**src/rtl/if_fetch_unit.sv**
```systemverilog
// Instruction fetch unit: assembles a 32-bit little-endian instruction from four
// byte reads on the unified memory port, stalling the front end until it is done.
module if_fetch_unit #(
  parameter int ADDR_WIDTH = 32
) (
  input  logic                  clk,
  input  logic                  rst,
  input  logic [ADDR_WIDTH-1:0] pc_i,
  input  logic                  ce_i,
  input  logic                  flush_i,
  output logic [ADDR_WIDTH-1:0] mem_addr_o,
  output logic                  mem_rd_o,
  input  logic                  mem_busy_i,
  input  logic [7:0]            mem_data_i,
  input  logic                  mem_valid_i,
  output logic                  stallreq_o,
  output logic [31:0]           inst_o,
  output logic [ADDR_WIDTH-1:0] inst_pc_o,
  output logic                  inst_valid_o
);

  // Memory handshake: a request is offered while mem_rd_o=1 and transfers on a
  // cycle with mem_busy_i=0; address and strobe hold while busy. Exactly one
  // mem_valid_i pulse returns per accepted request, at least one cycle later.
  typedef enum logic [2:0] {
    IDLE  = 3'd0,
    REQ   = 3'd1,
    WAIT  = 3'd2,
    DONE  = 3'd3,
    DRAIN = 3'd4
  } state_t;

  state_t                state_q;
  logic [1:0]            k_q;
  logic [ADDR_WIDTH-1:0] fetch_pc_q;
  logic [23:0]           buf_q;
  logic [ADDR_WIDTH-1:0] mem_addr_q;
  logic                  mem_rd_q;
  logic [31:0]           inst_q;
  logic [ADDR_WIDTH-1:0] inst_pc_q;

  logic [1:0]            k_inc;
  logic [ADDR_WIDTH-1:0] next_addr;

  always_comb begin
    k_inc     = k_q + 2'd1;
    next_addr = fetch_pc_q + ADDR_WIDTH'(k_inc);
  end

  // Only bytes 0..2 are buffered; byte 3 goes straight into inst_q on DONE entry.
  always_ff @(posedge clk) begin
    if (rst) begin
      state_q    <= IDLE;
      k_q        <= 2'd0;
      fetch_pc_q <= '0;
      buf_q      <= '0;
      mem_addr_q <= '0;
      mem_rd_q   <= 1'b0;
      inst_q     <= '0;
      inst_pc_q  <= '0;
    end else begin
      case (state_q)
        IDLE: begin
          if (ce_i && !flush_i) begin
            fetch_pc_q <= pc_i;
            k_q        <= 2'd0;
            mem_addr_q <= pc_i;
            mem_rd_q   <= 1'b1;
            state_q    <= REQ;
          end
        end
        REQ: begin
          if (flush_i) begin
            mem_rd_q <= 1'b0;
            state_q  <= mem_busy_i ? IDLE : DRAIN;
          end else if (!mem_busy_i) begin
            mem_rd_q <= 1'b0;
            state_q  <= WAIT;
          end
        end
        WAIT: begin
          if (mem_valid_i) begin
            if (flush_i) begin
              state_q <= IDLE;
            end else if (k_q == 2'd3) begin
              inst_q    <= {mem_data_i, buf_q};
              inst_pc_q <= fetch_pc_q;
              state_q   <= DONE;
            end else begin
              case (k_q)
                2'd0:    buf_q[7:0]   <= mem_data_i;
                2'd1:    buf_q[15:8]  <= mem_data_i;
                default: buf_q[23:16] <= mem_data_i;
              endcase
              k_q        <= k_inc;
              mem_addr_q <= next_addr;
              mem_rd_q   <= 1'b1;
              state_q    <= REQ;
            end
          end else if (flush_i) begin
            state_q <= DRAIN;
          end
        end
        DONE: begin
          state_q <= IDLE;
        end
        DRAIN: begin
          if (mem_valid_i) begin
            state_q <= IDLE;
          end
        end
        default: begin
          state_q <= IDLE;
        end
      endcase
    end
  end

  // A flush always releases the stall so the PC can load the branch target.
  always_comb begin
    stallreq_o = 1'b0;
    case (state_q)
      IDLE:              stallreq_o = ce_i;
      REQ, WAIT, DRAIN:  stallreq_o = 1'b1;
      default:           stallreq_o = 1'b0;
    endcase
    if (flush_i || rst) begin
      stallreq_o = 1'b0;
    end
  end

  assign inst_valid_o = (state_q == DONE) && !flush_i && !rst;
  assign mem_addr_o   = mem_addr_q;
  assign mem_rd_o     = mem_rd_q;
  assign inst_o       = inst_q;
  assign inst_pc_o    = inst_pc_q;

endmodule

```
**config.mk**
```make
export PLATFORM = sky130hd
export DESIGN_NAME = if_fetch_unit
export DESIGN_NICKNAME = d
export VERILOG_FILES = /design/src/rtl/if_fetch_unit.sv
export SDC_FILE = /design/constraint.sdc
export NUM_CORES = 1
export LEC_CHECK = 0
export ABC_AREA = 1
export BUFFER_PORTS_ARGS = -buffer_cell sky130_fd_sc_hd__buf_4
export CORE_MARGIN = 2
export CORE_UTILIZATION = 40
export DETAILED_ROUTE_END_ITERATION = 7
export GPL_TIMING_DRIVEN = 0
export PLACE_DENSITY_LB_ADDON = 0.25
export SYNTH_ARGS = -nofsm -noshare
export SYNTH_HDL_FRONTEND = slang
export SYNTH_SLANG_ARGS = --single-unit
```
**constraint.sdc**
```tcl
create_clock -name clk -period 2.5 [get_ports clk]
set_input_delay 0.5 -clock clk [delete_from_list [all_inputs] [get_ports clk]]
set_output_delay 0.5 -clock clk [all_outputs]
set_load 0.01 [all_outputs]
```
==> Word level (Yosys, flattened, before mapping) <==
Cells that the tools add are included.
{ "classes": {"n_addsub": 2, "bitwise": 3, "eq_ne": 13, "reduce_logical": 20, "muxes": 29} }
{ "ops": {"columns": ["operator", "n"], "rows": [
  ["2-to-1 mux 32 bit", 4],
  ["one-hot mux 32 bit (2 select lines)", 1],
  ["adder 32 x 2 -> 32 bit", 1],
  ["2-to-1 mux 3 bit", 7],
  ["AND reduction 5 bit", 4],
  ["2-to-1 mux 2 bit", 6],
  ["one-hot mux 3 bit (4 select lines)", 1],
  ["inequality test 2 bit (second input constant)", 5],
  ["AND reduction 4 bit", 2],
  ["2-to-1 mux 1 bit", 7],
  ["== test 3 x 2 -> 1 bit (second input constant)", 2],
  ["inequality test 3 bit (second input constant)", 2],
  ["AND reduction 6 bit", 1],
  ["one-hot mux 2 bit (2 select lines)", 1],
  ["== test 3 x 1 -> 1 bit (second input constant)", 1],
  ["== test 3 bit (second input constant)", 1],
  ["logical AND 1 bit", 3],
  ["zero test 3 bit", 1],
  ["inverter 1 bit", 3],
  ["one-hot mux 1 bit (3 select lines)", 1],
  ["nonzero test 3 bit", 1],
  ["OR reduction 3 bit", 1],
  ["adder 2 x 1 -> 2 bit (second input constant)", 1],
  ["== test 2 x 1 -> 1 bit (second input constant)", 1],
  ["other kinds (8)", 9]
]} }
{ "totals": {"out_inout_bits": 99, "reg_bits": 158} }

==> Depth between registers and ports, before layout <==
Gate-level depths: netlist of the first run.
{ "logic_depth": {"depth_word": 6, "depth_mapped": 12, "mapped_depth_nobuf": 12} }

==> Worst setup path after synthesis of the first run <==
No wires, ideal clock.
{ "synth_timing": {"kind": "reg-to-reg", "start": "register k_q[0]", "end": "register mem_addr_q[8], in the netlist mem_addr_o[8]", "required_ns": 2.383, "path_stages_with_launch": 12, "slack_ns": 0.470, "t_arrival_ns": 1.914, "setup_time_ns": 0.117, "synth_period_minus_slack_ns": 2.030, "cell_sequence": "dfxtp_1 inv_1 ha_1 fa_1 nand3_2 inv_1 nand2_1 inv_1 nor2_1 nor2_1 nor3_1 nor2_1"} }
{ "synth_between": {"elab_chain_cells": 6} }
{ "synth_lines": {"columns": ["item", "line_no", "rtl"], "rows": [
  ["from (decl)", "34", "logic [1:0] k_q;"],
  ["from (signal assigned)", "95", "k_q <= k_inc;"],
  ["adder 2 x 1 -> 2 bit", "46", "k_inc = k_q + 2'd1;"],
  ["adder 32 x 2 -> 32 bit", "47", "next_addr = fetch_pc_q + ADDR_WIDTH'(k_inc);"],
  ["2-to-1 mux 32 bit", "85", "end else if (k_q == 2'd3) begin"],
  ["2-to-1 mux 32 bit", "83", "if (flush_i) begin"],
  ["2-to-1 mux 32 bit", "82", "if (mem_valid_i) begin"],
  ["one-hot mux 32 bit (2 select lines)", "62", "case (state_q)"],
  ["to (signal assigned)", "67", "mem_addr_q <= pc_i;"],
  ["to (signal assigned)", "96", "mem_addr_q <= next_addr;"],
  ["to (decl)", "37", "logic [ADDR_WIDTH-1:0] mem_addr_q;"]
]} }
Several ways; a longest one is shown, not always the timed one. The select of a mux whose other input is x is not followed.
A chain may end at the register's enable or synchronous reset.

==> Worst setup path in the final report of the first run <==
{ "layout_timing": {"start": "register k_q[0]", "end": "register mem_addr_q[30], in the netlist mem_addr_o[30]"} }
The elaborated chain is that of the path after synthesis.

==> results.toml, run 1 <==
[outcome]
run_status = "finished clean"

[cells_and_area]
area.growth.synth_to_final_pct = 29.0
layout.area.seq_um2 = 3160
share_of_post_route_cells_with_drive_strength_above_1_pct = 19.5
stdcell_area_um2 = 8800
multi_input_area_um2 = 3240
antennaDiodeCount = 0
num-fill-cells = 1660
nNetsFinal = 1173

[min_path]
hp-class = "in -> reg"

[timing]
max_frequency_mhz = 430
period_needed_ns = 2.32
finalCritPeriodShare_pct = 93.0
final_hold_viol_count = 0
slew_headroom_pct = 55.1
timing_worst_slew_pin_value_ns = 0.673
finalSetupTns_ns = 0
maxSlewViolCount = 0
worst_clock_skew_ns = 0.00793
rsz0062_at_grt = "false"
timing.final.setup_violations = 0

[synth]
syn-instance-count = 958
post_synth_num_cell_types = 35
yosys-top-cells-area = "sky130_fd_sc_hd__dfxtp_1 46%, sky130_fd_sc_hd__nor2_1 13%, sky130_fd_sc_hd__o21ai_0 9.5%, sky130_fd_sc_hd__nand2_1 7.6%, sky130_fd_sc_hd__a21oi_1 6.4%"
netlist.area_leader.share_pct = 46.4
synth_seq_area_share_pct = 46.4
synth.net_count = 1010
synth.cell_area_um2 = 6820
yosys_register_bits = 158
synthDominantAreaCellType = "sky130_fd_sc_hd__dfxtp_1"
synthesis.area_per_instance_um2 = 7.12
ys.warnings.count = 0

[place]
place.port_buffers = 144
detailed_place.area_um2 = 8180
post-dp-hpwl_um = 16000
weighted_congestion_at_the_end_of_routability_driven_global_placement = 0.896

[grt]
grt_pass1_vias = 6269
met1_usage_pct = 30.6
grt_util_met2_pct = 39.4
grt_remaining_overflow = 0
busiest_layer = "met2"
grt_start_max_net_pins = 19
met3_resource_use_gr_pct = 5.29
global_route_wire_length_before_repair_um = 33000
grt.total_usage_pct = 23.4
grt_antenna_before_repair = 0

[critical_path]
timing.critical_path.from_type = "flip-flop"
worst_r2r_dst = "mem_addr_o[30]"
worstSetupEndpoint = "mem_addr_o[30]"
cp_common_cell = "sky130_fd_sc_hd__nand2_1"
crit_path_cell_trace = "inv_1 > ha_1 > fa_1 > nand3_2 > inv_1 > nand2_1 > nor2_1 > nand2_1 > nand2_1 > nand3_1 > nand2_1 > a21oi_1"
timing.critical_path.required_ns = 2.80
critical_path.max_fanout = 5
crit_reg_reg_startpoint = "k_q[0]"
startpoint = "k_q[0]"
critical_path.endpoint_type = "flip-flop"
crit_path_top_delay_cell = "sky130_fd_sc_hd__dfxtp_1"
crit_path_max_incr_delay_ns = 0.40
worst-r2r-setup-slack_ns = 0.18
critical_path_class = "reg -> reg"
cell_depth_of_the_worst_flop_to_flop_path = 12
worst_ep_arrival_time_ns = 2.63

[run]
maxCapViolations = 0

[drt]
detail-route-antenna-nets = 0
via_per_inst = 5.07
routed-via-count = 6866
routedWlPerCell_um = 15.6
drt_pass1_iterations = 5
remaining_drc_errors = 0
wl_um = 21100
drt-initial-drc-count = 483

[power_and_ir_drop]
power_per_cell_area_nw_per_um2 = 674
ir_drop_v = 0.000498
p_leak_nw = 3.64

[die]
floorplan.initialDensity_pct = 41.0
row_count = 47
core_area_um2 = 16600
die-area_um2 = 18100
ios = 145
die_h_um = 135
die_x_um = 135

[cts]
cts_buffer_depth = 2
worst_skew_pair.late_latency_ns = 0.44
cts.sink_count = 158
cts_tree = "done"
ctsHtreeMaxLevel = 4
cts_bufs_inserted = 17
clk_pin_slew_worst_paths_ns = 0.07
cts.root.buffer_cell = "sky130_fd_sc_hd__clkbuf_16"
cell usage after synthesis:
library cell,count
sky130_fd_sc_hd__nor2_1,243
sky130_fd_sc_hd__dfxtp_1,158
sky130_fd_sc_hd__nand2_1,138
sky130_fd_sc_hd__o21ai_0,130
sky130_fd_sc_hd__a21oi_1,87
sky130_fd_sc_hd__inv_1,45
sky130_fd_sc_hd__nand3_1,40
sky130_fd_sc_hd__clkbuf_1,30
sky130_fd_sc_hd__o21ai_1,15
sky130_fd_sc_hd__buf_2,10
sky130_fd_sc_hd__buf_4,7
sky130_fd_sc_hd__ha_1,5
sky130_fd_sc_hd__nand2_2,5
sky130_fd_sc_hd__xnor2_1,5
sky130_fd_sc_hd__inv_2,4
sky130_fd_sc_hd__nor2_4,4
sky130_fd_sc_hd__xor2_1,4
sky130_fd_sc_hd__nor3_1,3
sky130_fd_sc_hd__o211ai_1,3
sky130_fd_sc_hd__buf_6,2
sky130_fd_sc_hd__nand2_4,2
sky130_fd_sc_hd__nand4_1,2
sky130_fd_sc_hd__nor2_2,2
sky130_fd_sc_hd__nor3_4,2
sky130_fd_sc_hd__o211a_1,2
sky130_fd_sc_hd__a22oi_1,1
sky130_fd_sc_hd__and3_1,1
sky130_fd_sc_hd__fa_1,1
sky130_fd_sc_hd__inv_4,1
sky130_fd_sc_hd__mux2i_1,1
sky130_fd_sc_hd__nand3_2,1
sky130_fd_sc_hd__nand3b_1,1
sky130_fd_sc_hd__o21a_1,1
sky130_fd_sc_hd__o21ai_2,1
sky130_fd_sc_hd__o32ai_1,1
state kept, by name (all words and copies together), names as in the netlist:
| register | cells |
|---|---|
| buf_q | 24 |
| fetch_pc_q | 32 |
| inst_o | 32 |
| inst_pc_o | 32 |
| k_q | 2 |
| mem_addr_o | 32 |
| mem_rd_o | 1 |
| state_q | 3 |
cells by family after synthesis:
family                     after synthesis  share of synthesized area [%]
and+or+nand+nor                        444                           26.8
adders and majority gates                6                           1.21
xor gates and xnor gates                 9                           1.16
buffers and inverters                   99                           6.27
DFF                                    158                           46.4
AOI/OAI and AO/OA                      241                           18.1
muxes                                    1                          0.147
report_power, final:
part	leakage, nW	switching, mW	internal, mW
Sequential	1.28	0.0900	2.61
Clock	0.299	1.20	1.44
Combinational	2.06	0.352	0.241
Total	3.64	1.64	4.29
metrics by stage:
step	setup slack (ns)	power, mW	std cells	utilization [%]	hold WS, ns
floorplan	0.470	3.07	958	-	0.464
global placement	0.150	3.34	1322	49.2	0.454
detailed placement	0.146	3.35	1322	49.2	0.455
CTS	0.131	5.97	1354	52.8	0.314
global route	0.0144	6.15	1354	52.9	0.329
finish	0.175	5.93	1354	52.9	0.329
layout make-up:
cell class / count / share of cell area [%]
sequential: 158 / 35.9
clock inverter: 15 / 2.10
buffer: 49 / 2.70
tap: 220 / 3.13
multi-input combinational: 701 / 36.8
inverter: 50 / 2.16
timing repair buffer: 144 / 12.3
clock buffer: 17 / 4.83
worst max-delay path, delay by kind of cell, from the launching register on:
family          cells  cell delay (ns)
simple gates        7             0.91
fa+ha+maj           2             0.61
flops               1             0.40
compound gates      1             0.07
buf+inv             2             0.21
layer usage:
| layer | vias to the layer above | share of wire, % |
|---|---|---|
| met1 | 3143 | 44 |
| met5 | - | 0 |
| met4 | 0 | 1.2 |
| met3 | 24 | 7.1 |
| met2 | 237 | 47 |
| li1 | 3462 | - |
worst min-delay path by stage:
stage | end | start | depth (start not counted)
final | buf_q[15] | mem_data_i[7] | 3
after floorplan | inst_pc_o[31] | fetch_pc_q[31] | 2
after global placement | mem_rd_o | mem_rd_o | 2
after global routing | buf_q[11] | mem_data_i[3] | 3
after CTS | buf_q[15] | mem_data_i[7] | 3
after detailed placement | mem_addr_o[2] | mem_addr_o[2] | 2
cells in the final DEF, fill, tap and decap left out, types with 2 or more instances in the layout:
master	instances
sky130_fd_sc_hd__a21oi_1	87
sky130_fd_sc_hd__buf_2	10
sky130_fd_sc_hd__buf_4	151
sky130_fd_sc_hd__buf_6	2
sky130_fd_sc_hd__clkbuf_1	30
sky130_fd_sc_hd__clkbuf_16	17
sky130_fd_sc_hd__clkinv_4	2
sky130_fd_sc_hd__clkinv_8	3
sky130_fd_sc_hd__dfxtp_1	158
sky130_fd_sc_hd__ha_1	5
sky130_fd_sc_hd__inv_1	45
sky130_fd_sc_hd__inv_2	4
sky130_fd_sc_hd__inv_6	5
sky130_fd_sc_hd__inv_8	4
sky130_fd_sc_hd__nand2_1	136
sky130_fd_sc_hd__nand2_2	7
sky130_fd_sc_hd__nand2_4	2
sky130_fd_sc_hd__nand3_1	40
sky130_fd_sc_hd__nand4_1	2
sky130_fd_sc_hd__nor2_1	241
sky130_fd_sc_hd__nor2_2	4
sky130_fd_sc_hd__nor2_4	4
sky130_fd_sc_hd__nor3_1	3
sky130_fd_sc_hd__nor3_4	2
sky130_fd_sc_hd__o211a_1	2
sky130_fd_sc_hd__o211ai_1	3
sky130_fd_sc_hd__o21ai_0	130
sky130_fd_sc_hd__o21ai_1	15
sky130_fd_sc_hd__xnor2_1	5
sky130_fd_sc_hd__xor2_1	4
timing repair:
action                     in CTS  in global routing
setup endpoints to repair       0                  5
setup buffers                   0                  0
resized for setup               0                  4
hold buffers                    0                  0
Power figures use the tool's default switching activity.
==> inputs of run 2 (changes only) <==
--- a/config.mk
+++ b/config.mk
@@ -7,6 +7,7 @@
 export LEC_CHECK = 0
 export ABC_AREA = 1
 export BUFFER_PORTS_ARGS = -buffer_cell sky130_fd_sc_hd__buf_4
+export CORE_ASPECT_RATIO = 0.9
 export CORE_MARGIN = 2
 export CORE_UTILIZATION = 40
 export DETAILED_ROUTE_END_ITERATION = 7
==> run 2 against run 1 <==
Effect of this change: first-iteration DRC count up 25%; combinational power increased by 1%; via count about the same; fmax is 0.48% lower; cell area about the same; total power rose by 1.5%; clock skew about the same; sequential power hardly changed; worst hold slack better by 0.0057 ns; clock power increased by 3%.
==> results.toml, run 2 (synthesis gave the netlist of run 1 again) <==
[cts]
cts_bufs_inserted = 17
cts.root.buffer_cell = "sky130_fd_sc_hd__clkbuf_16"
clk_pin_slew_worst_paths_ns = 0.06
cts.sink_count = 158
cts_buffer_depth = 2
cts_tree = "done"
ctsHtreeMaxLevel = 4
worst_skew_pair.late_latency_ns = 0.43
cts_hold_buf = 0

[grt]
grt_antenna_before_repair = 0
global_route_wire_length_before_repair_um = 33100
grt_pass1_vias = 6043
grt.total_usage_pct = 23.7
grt_start_max_net_pins = 17
grt_remaining_overflow = 0

[place]
pre_cts_slack_ns = 0.142
place.port_buffers = 144
post-dp-hpwl_um = 16100
weighted_congestion_at_the_end_of_routability_driven_global_placement = 0.946
placedCellCount = 1313

[timing]
worst_clock_skew_ns = 0.00749
period_needed_ns = 2.34
finalSetupTns_ns = 0
timing_worst_slew_pin_value_ns = 0.708
finalCritPeriodShare_pct = 93.4
final_critical_path_setup_slack_ns = 0.164
maxSlewViolCount = 0
max_frequency_mhz = 428
hold_ws_ns = 0.335
slew_headroom_pct = 52.8
timing.final.setup_violations = 0
rsz0062_at_grt = "false"
final_hold_viol_count = 0

[critical_path]
startpoint = "k_q[0]"
critical_path_class = "reg -> reg"
worst_r2r_dst = "mem_addr_o[13]"
timing.critical_path.required_ns = 2.79
crit_path_max_incr_delay_ns = 0.41
crit_path_top_delay_cell = "sky130_fd_sc_hd__dfxtp_1"
cell_depth_of_the_worst_flop_to_flop_path = 10
worstSetupEndpoint = "mem_addr_o[13]"
timing.critical_path.from_type = "flip-flop"
crit_path_cell_trace = "inv_1 > ha_1 > ha_1 > nand3_1 > nand2_2 > nand2_1 > nor2_2 > nor2_1 > o21ai_0 > a21oi_1"
worst-r2r-setup-slack_ns = 0.16
critical_path.endpoint_type = "flip-flop"
crit_reg_reg_startpoint = "k_q[0]"
critical_path.max_fanout = 6
worst_ep_arrival_time_ns = 2.63
cp_common_cell = "sky130_fd_sc_hd__ha_1"

[drt]
routedWlPerCell_um = 15.9
drt_pass1_iterations = 5
routed-via-count = 6872
drt-initial-drc-count = 603
remaining_drc_errors = 0
detail-route-antenna-nets = 0
via_per_inst = 5.11
wl_um = 21400

[cells_and_area]
share_of_post_route_cells_with_drive_strength_above_1_pct = 19.4
layout.cells.most_common_list = "241 x sky130_fd_sc_hd__nor2_1, 158 x sky130_fd_sc_hd__dfxtp_1, 151 x sky130_fd_sc_hd__buf_4"
antennaDiodeCount = 0
layout_commonest_cell = "sky130_fd_sc_hd__nor2_1"
area.growth.synth_to_final_pct = 28.9
nNetsFinal = 1173
final_util_pct = 52.4
layoutNonFillerInstCount = 1345

[die]
row_count = 45
die_h_um = 128
die-area_um2 = 18100
ios = 145
die_x_um = 142
core_area_um2 = 16800
floorplan.initialDensity_pct = 40.7

[min_path]
hp-class = "in -> reg"

[outcome]
run_status = "finished clean"

[power_and_ir_drop]
power_per_cell_area_nw_per_um2 = 685
ir_drop_v = 0.000430
p_leak_nw = 3.64

[run]
maxCapViolations = 0
run 2: cell count changes in the layout (fill, tap and decap cells not counted), sizes merged:
cell      change
bufinv        +2
clkbuf        +1
clkinv        -1
inv           -4
clkinvlp      +2
run 2: cell type report:
| cell class | instances | area (µm²) |
|---|---|---|
| Multi-Input combinational cell | 701 | 3240 |
| Tap cell | 211 | 264 |
| Clock inverter | 14 | 180 |
| Inverter | 50 | 190 |
| Fill cell | 1702 | 7980 |
| Sequential cell | 158 | 3160 |
| Clock buffer | 18 | 439 |
| Timing Repair Buffer | 144 | 1080 |
| Buffer | 49 | 238 |
run 2: worst min path at each step:
stage                      to  slack [ns]            from  cells past startpoint
3_5_place_dp    mem_addr_o[2]        0.46   mem_addr_o[2]                      2
6_report        fetch_pc_q[4]        0.34         pc_i[4]                      3
5_1_grt             buf_q[17]        0.35   mem_data_i[1]                      3
3_3_place_gp   mem_addr_o[31]        0.46  mem_addr_o[31]                      2
4_1_cts         fetch_pc_q[8]        0.32         pc_i[8]                      3
2_1_floorplan   inst_pc_o[31]        0.46  fetch_pc_q[31]                      2
run 2: metal layers:
metal	routed length [µm]	global-route usage, %	vias up
met5	0	0	-
met4	277	7.00	0
met3	1910	5.19	25
met2	8660	32.7	282
met1	10600	36.6	3107
li1	-	-	3458
run 2: what timing repair did:
item / 4_1_cts / 5_1_grt
resized for setup: 0 / 3
setup buffers: 0 / 0
endpoints found under the setup margin: 0 / 4
run 2: per-stage QoR:
stage	power, mW	cell area [µm²]
2_1_floorplan	3.07	6820
3_3_place_gp	3.34	8170
3_5_place_dp	3.35	8170
4_1_cts	6.04	8790
5_1_grt	6.25	8800
6_report	6.03	8800
run 2: worst max-delay path, delay by kind of cell (launching register included):
| family | cells | cell delay [ns] |
|---|---|---|
| adders and majority gates | 2 | 0.66 |
| buffers and inverters | 1 | 0.09 |
| and+or+nand+nor | 5 | 0.69 |
| AOI/OAI and AO/OA | 2 | 0.36 |
| DFF | 1 | 0.41 |
run 2: power breakdown:
part / total (mW) / switching, mW / internal [mW]
Combinational: 0.599 / 0.358 / 0.241
Clock: 2.72 / 1.10 / 1.62
Sequential: 2.71 / 0.0947 / 2.61
Total: 6.03 / 1.56 / 4.47
